## src/rtl/mem_arbiter_if.sv

```systemverilog
// Requester and memory-side bus of the two-port memory arbiter.
// The slave modport is the arbiter's view of the bus. The master modport is the view of the requesters and memory.
interface mem_arbiter_if;
    logic       req0, req1;
    logic       lock0, lock1;
    logic       wen0, wen1;
    logic [7:0] addr0, addr1;
    logic [7:0] wdata0, wdata1;
    logic       gnt0, gnt1;
    logic       rvalid0, rvalid1;
    logic [7:0] rdata;
    logic       mem_wen;
    logic [7:0] mem_address;
    logic [7:0] mem_data_in;
    logic [7:0] mem_data_out;

    modport slave (
        input  req0, req1, lock0, lock1, wen0, wen1,
        input  addr0, addr1, wdata0, wdata1, mem_data_out,
        output gnt0, gnt1, rvalid0, rvalid1, rdata,
        output mem_wen, mem_address, mem_data_in
    );

    modport master (
        output req0, req1, lock0, lock1, wen0, wen1,
        output addr0, addr1, wdata0, wdata1, mem_data_out,
        input  gnt0, gnt1, rvalid0, rvalid1, rdata,
        input  mem_wen, mem_address, mem_data_in
    );
endinterface

```

## src/rtl/mem_arbiter.sv

```systemverilog
// Round-robin arbiter with lock that shares a single-port memory between two requesters.
// Read returns are tagged with the issuing port and delayed by the memory latency.
module mem_arbiter #(
    parameter int MEM_LAT = 1
) (
    input  logic          clk,
    input  logic          rst,
    mem_arbiter_if.slave  bus
);
    typedef enum logic [1:0] {IDLE, OWN0, OWN1} state_t;

    state_t             state, state_nxt;
    logic               last;
    logic               gnt0, gnt1;
    logic               push_vld;
    logic [MEM_LAT-1:0] vld_p;
    logic [MEM_LAT-1:0] port_p;

    // Grants are forced low while reset is held, whatever the requests are.
    always_comb begin
        state_nxt = state;
        gnt0      = 1'b0;
        gnt1      = 1'b0;
        if (rst) begin
            case (state)
                IDLE: begin
                    if (bus.req0 && bus.req1) begin
                        gnt0 = last;
                        gnt1 = !last;
                    end else begin
                        gnt0 = bus.req0;
                        gnt1 = bus.req1;
                    end
                end
                OWN0: begin
                    if (bus.req0) gnt0 = 1'b1;
                    else          state_nxt = IDLE;
                end
                OWN1: begin
                    if (bus.req1) gnt1 = 1'b1;
                    else          state_nxt = IDLE;
                end
                default: state_nxt = IDLE;
            endcase
            if (gnt0)      state_nxt = bus.lock0 ? OWN0 : IDLE;
            else if (gnt1) state_nxt = bus.lock1 ? OWN1 : IDLE;
        end
    end

    always_comb begin
        bus.mem_wen     = 1'b0;
        bus.mem_address = 8'h00;
        bus.mem_data_in = 8'h00;
        if (gnt0) begin
            bus.mem_wen     = bus.wen0;
            bus.mem_address = bus.addr0;
            bus.mem_data_in = bus.wdata0;
        end else if (gnt1) begin
            bus.mem_wen     = bus.wen1;
            bus.mem_address = bus.addr1;
            bus.mem_data_in = bus.wdata1;
        end
    end

    assign push_vld = (gnt0 && !bus.wen0) || (gnt1 && !bus.wen1);

    always_ff @(posedge clk or negedge rst) begin
        if (!rst) begin
            state <= IDLE;
            last  <= 1'b1;
        end else begin
            state <= state_nxt;
            if (gnt0)      last <= 1'b0;
            else if (gnt1) last <= 1'b1;
        end
    end

    // Return pipeline: stage p0 holds the issue cycle, and the last stage lines up with memory data_out.
    always_ff @(posedge clk or negedge rst) begin
        if (!rst) begin
            vld_p  <= '0;
            port_p <= '0;
        end else begin
            vld_p[0]  <= push_vld;
            port_p[0] <= gnt1;
            for (int i = 1; i < MEM_LAT; i++) begin
                vld_p[i]  <= vld_p[i-1];
                port_p[i] <= port_p[i-1];
            end
        end
    end

    assign bus.gnt0    = gnt0;
    assign bus.gnt1    = gnt1;
    assign bus.rvalid0 = rst && vld_p[MEM_LAT-1] && !port_p[MEM_LAT-1];
    assign bus.rvalid1 = rst && vld_p[MEM_LAT-1] &&  port_p[MEM_LAT-1];
    assign bus.rdata   = bus.mem_data_out;
endmodule

```

## src/flat_wrapper.sv

```systemverilog
// flat-port wrapper written by rule: the top's interface ports become plain ports
module mem_arbiter_flat 
#(
    parameter int MEM_LAT = 1
)
  (clk, rst, bus_req0, bus_req1, bus_lock0, bus_lock1, bus_wen0, bus_wen1, bus_addr0, bus_addr1, bus_wdata0, bus_wdata1, bus_mem_data_out, bus_gnt0, bus_gnt1, bus_rvalid0, bus_rvalid1, bus_rdata, bus_mem_wen, bus_mem_address, bus_mem_data_in);
  mem_arbiter_if bus_i ();
  input  logic clk;
  input  logic rst;
  input wire logic [$bits(bus_i.req0)-1:0] bus_req0;
  input wire logic [$bits(bus_i.req1)-1:0] bus_req1;
  input wire logic [$bits(bus_i.lock0)-1:0] bus_lock0;
  input wire logic [$bits(bus_i.lock1)-1:0] bus_lock1;
  input wire logic [$bits(bus_i.wen0)-1:0] bus_wen0;
  input wire logic [$bits(bus_i.wen1)-1:0] bus_wen1;
  input wire logic [$bits(bus_i.addr0)-1:0] bus_addr0;
  input wire logic [$bits(bus_i.addr1)-1:0] bus_addr1;
  input wire logic [$bits(bus_i.wdata0)-1:0] bus_wdata0;
  input wire logic [$bits(bus_i.wdata1)-1:0] bus_wdata1;
  input wire logic [$bits(bus_i.mem_data_out)-1:0] bus_mem_data_out;
  output wire logic [$bits(bus_i.gnt0)-1:0] bus_gnt0;
  output wire logic [$bits(bus_i.gnt1)-1:0] bus_gnt1;
  output wire logic [$bits(bus_i.rvalid0)-1:0] bus_rvalid0;
  output wire logic [$bits(bus_i.rvalid1)-1:0] bus_rvalid1;
  output wire logic [$bits(bus_i.rdata)-1:0] bus_rdata;
  output wire logic [$bits(bus_i.mem_wen)-1:0] bus_mem_wen;
  output wire logic [$bits(bus_i.mem_address)-1:0] bus_mem_address;
  output wire logic [$bits(bus_i.mem_data_in)-1:0] bus_mem_data_in;
  assign bus_i.req0 = bus_req0;
  assign bus_i.req1 = bus_req1;
  assign bus_i.lock0 = bus_lock0;
  assign bus_i.lock1 = bus_lock1;
  assign bus_i.wen0 = bus_wen0;
  assign bus_i.wen1 = bus_wen1;
  assign bus_i.addr0 = bus_addr0;
  assign bus_i.addr1 = bus_addr1;
  assign bus_i.wdata0 = bus_wdata0;
  assign bus_i.wdata1 = bus_wdata1;
  assign bus_i.mem_data_out = bus_mem_data_out;
  assign bus_gnt0 = bus_i.gnt0;
  assign bus_gnt1 = bus_i.gnt1;
  assign bus_rvalid0 = bus_i.rvalid0;
  assign bus_rvalid1 = bus_i.rvalid1;
  assign bus_rdata = bus_i.rdata;
  assign bus_mem_wen = bus_i.mem_wen;
  assign bus_mem_address = bus_i.mem_address;
  assign bus_mem_data_in = bus_i.mem_data_in;
  mem_arbiter #(.MEM_LAT(MEM_LAT)) u_core (.clk(clk), .rst(rst), .bus(bus_i));
endmodule
```

## config.mk

```make
export PLATFORM = sky130hd
export DESIGN_NAME = mem_arbiter_flat
export DESIGN_NICKNAME = d
export VERILOG_FILES = /design/src/rtl/mem_arbiter_if.sv /design/src/rtl/mem_arbiter.sv /design/src/flat_wrapper.sv
export SDC_FILE = /design/constraint.sdc
export NUM_CORES = 1
export LEC_CHECK = 0
export CAP_MARGIN = 20
export CORE_MARGIN = 2
export CORE_UTILIZATION = 20
export CTS_BUF_LIST = sky130_fd_sc_hd__clkbuf_8 sky130_fd_sc_hd__clkbuf_16
export DETAILED_ROUTE_END_ITERATION = 6
export PLACE_DENSITY = 0.77
export SLEW_MARGIN = 20
export SYNTH_ARGS = -nofsm -noshare
export SYNTH_HDL_FRONTEND = slang
export SYNTH_SLANG_ARGS = --single-unit
```

## constraint.sdc

```tcl
create_clock -name clk -period 1.24 [get_ports clk]
set_input_delay 0.248 -clock clk [delete_from_list [all_inputs] [get_ports clk]]
set_output_delay 0.248 -clock clk [all_outputs]
set_load 0.1 [all_outputs]
```

==> key figures <==
Status
  – Run status: finished, violations left
  – Failing checks: setup timing

Critical path
  – CP arrival: 1630 ps
  – Worst-path fanout max: 6
  – Slowest CP cell: dfrtp_2
  – CP startpoint kind: flop
  – Setup Crit Path Kind: reg2out
  – CP endpoint kind: output port
  – Req. time, crit path: slightly below 1000 ps
  – Crit-path cells: nand3b_1 -> a21oi_4 -> buf_6 -> a22o_4 -> buf_12
  – Crit path largest cell delay: about 430 ps

Yosys
  – Cells after Synth: between 50 and 60
  – Synth top area share: approximately a third
  – Cell accounting for the most synthesized area: a22o_1
  – Yosys cell types: 16
  – Post-Synthesis Cell Area: approximately 490 um^2
  – Synth Area per Inst: between 9 and 10 um^2
  – Sequential area share after synthesis: 26.0%
  – #FFs+latches synth: 5
  – Synth top area cells: a22o_1 32%, dfrtp_1 21%, buf_4 12%
  – Post-Syn Nets: between 90 and 100
  – Synth warn: 0

Floorplanning
  – Core area: ~2300 um^2
  – # rows: 17
  – Die Height: 53.3 um
  – Die Wd: roughly 53 um
  – Die area: between 2000 and 3000 um^2
  – Initial cell density of the core: 21.5%
  – Io pins: 77

Placement
  – DP Wirelength: 1680 um
  – RePlAce Congestion: 0.678
  – Port-buffer cells: 60
  – Cells after DPL: 135
  – Place WS: -779 ps

Global routing
  – Global-route usage over all layers: between 10% and 20%
  – Largest net degree at the start of global routing: 9
  – Vias in the first global route: approximately 790
  – First-pass GRT wire length: 3940 um
  – Global Route met2 Usage: about a third
  – Initial antenna violation count: 0
  – Met3 usage: 1.98%
  – Met1 usage: between 20% and 30%
  – Most used routing layer: met2
  – Global route total overflow: 0

Cells and area
  – Nets@finish: 174
  – Commonest non-fill, non-tap cell in the layout: clkdlybuf4s50_1
  – Finished Core Util: between 70% and 80%
  – Syn-to-layout area delta: 253%
  – Share of cells above drive strength 1: about 60%
  – Fin cells: 153
  – Most frequent cells in the layout: 36 x clkdlybuf4s50_1, 21 x buf_12, 17 x a22o_4
  – FILL cells: roughly 150
  – # diodes: 0

STA
  – Hold WS: between 20 and 30 ps
  – Max-slew violation count: 0
  – Final period utilization: 151%
  – Hold Vio Cnt, Final: 0
  – Unrepaired setup endpoints after global routing: yes
  – Clock skew: 1.81 ps
  – Endpoints failing setup: 23
  – Post-route minimum period: ~1900 ps
  – Measured slew at the worst slew-check pin: 243 ps
  – Final setup margin: -636 ps
  – FMAX: ~530 MHz
  – Rel. slew slack: a little over four fifths

CTS
  – Num CTS Buffers: 3
  – Skew-Pair Late Insertion Delay: about 220 ps
  – Clock buffer depth: 2
  – Worst-path clk slew: approximately 40 ps
  – Num Clock Sinks: 5
  – H-tree depth: 1
  – Clock Tree Root: clkbuf_8
  – CTS tree: built

Power
  – Pwr dens: between 1000 and 1500 nW/um^2
  – LEAKAGE: between 0.0007 and 0.0008 uW
  – VDD IR max: 0.620 mV

Worst hold path
  – HP Class: in2async

Route
  – Remaining DRCs: 0
  – Routed Antenna Nets: 0
  – First-iteration detailed-routing DRC count: 6
  – Vias after detailed routing: 750
  – Vias per inst: 4.90
  – DR WL/cell: approximately 17 um
  – Total Routed Length: about 2600 um
  – Drt first pass iters: 2

Run
  – Max-cap violations: 0
[metal layers]
metal / wire (um) / up-vias / share of wire, %
met1: 1060 / 368 / 40
met5: 0 / - / 0
li1: - / 346 / -
met3: 112 / 6 / 4.2
met2: 1410 / 30 / 53
met4: 62 / 0 / 2.3
[registers in the layout, summed over array words and instances (netlist names)]
register and cells:
u_core.state 2, u_core.last 1, u_core.port_p 1, u_core.vld_p 1
[power breakdown]
| group | leakage, uW | internal, uW | total [uW] | switching [uW] |
|---|---|---|---|---|
| clock network | 0.0000269 | 212 | 292 | 79.9 |
| registers | 0.0000624 | 190 | 222 | 32.5 |
| logic | 0.000682 | 546 | 1200 | 659 |
[final cells by class]
| class | count | area, um^2 | share of cell area, % |
|---|---|---|---|
| multi-input combinational | 31 | 484 | 28.3 |
| tap | 28 | 35.0 | 2.05 |
| clock buffer | 3 | 41.3 | 2.41 |
| inverter | 5 | 18.8 | 1.10 |
| sequential | 5 | 128 | 7.45 |
| clock inverter | 1 | 3.75 | 0.219 |
| timing repair buffer | 80 | 1000 | 58.5 |
[critical path, delay by kind of cell, from the launching register on]
family                 cells  cell delay (ps)
DFF                        1              430
AOI/OAI and AO/OA          2              400
buffers and inverters      2              340
and+or+nand+nor            1              220
[logic make-up (layout without fill, tap and decap cells)]
logic type	count (synthesis)	in the layout	synth area share [%]
AOI/OAI and AO/OA	23	25	43.0
buffers and inverters	17	89	22.9
DFF	5	5	26.0
and+or+nand+nor	6	6	7.99
[worst paths after layout]
kind,start,slack [ps],cells after the start,end
max reg2reg,u_core.state[1],-190,3,u_core.state[1]
min,rst,30,2,u_core.state[0]
max,u_core.state[0],-640,5,bus_mem_data_in[3]
max in group asynchronous,rst,1020,2,u_core.last
min reg2reg,u_core.last,590,2,u_core.last
min in group clk,bus_mem_data_out[1],500,0,bus_rdata[1]
[synthesized netlist by cell type]
library cell,instances
a21oi_1,2
a22o_1,18
a32o_1,2
and3_1,1
buf_2,2
buf_4,8
buf_6,2
dfrtp_1,4
dfstp_2,1
inv_1,5
nand2_1,1
nand3b_1,1
nor2_1,1
nor2b_1,1
o311a_4,1
or4_4,1
[through the flow]
stage	power [uW]	TNS, ps	cell area (um^2)
floorplan	983	-5310	676
global placement	1280	-16310	1460
detailed placement	1290	-17250	1460
CTS	1710	-11670	1700
global route	1780	-13000	1710
finish	1720	-12070	1710
[timing repair]
item,4_1_cts,5_1_grt
cloned,4,0
endpoints found under the setup margin,25,26
setup buffers,9,3
hold buffers,0,0
pin swaps,8,5
hold endpoints to repair,0,0
resized for setup,30,3
(Power assumes the default switching activity.)
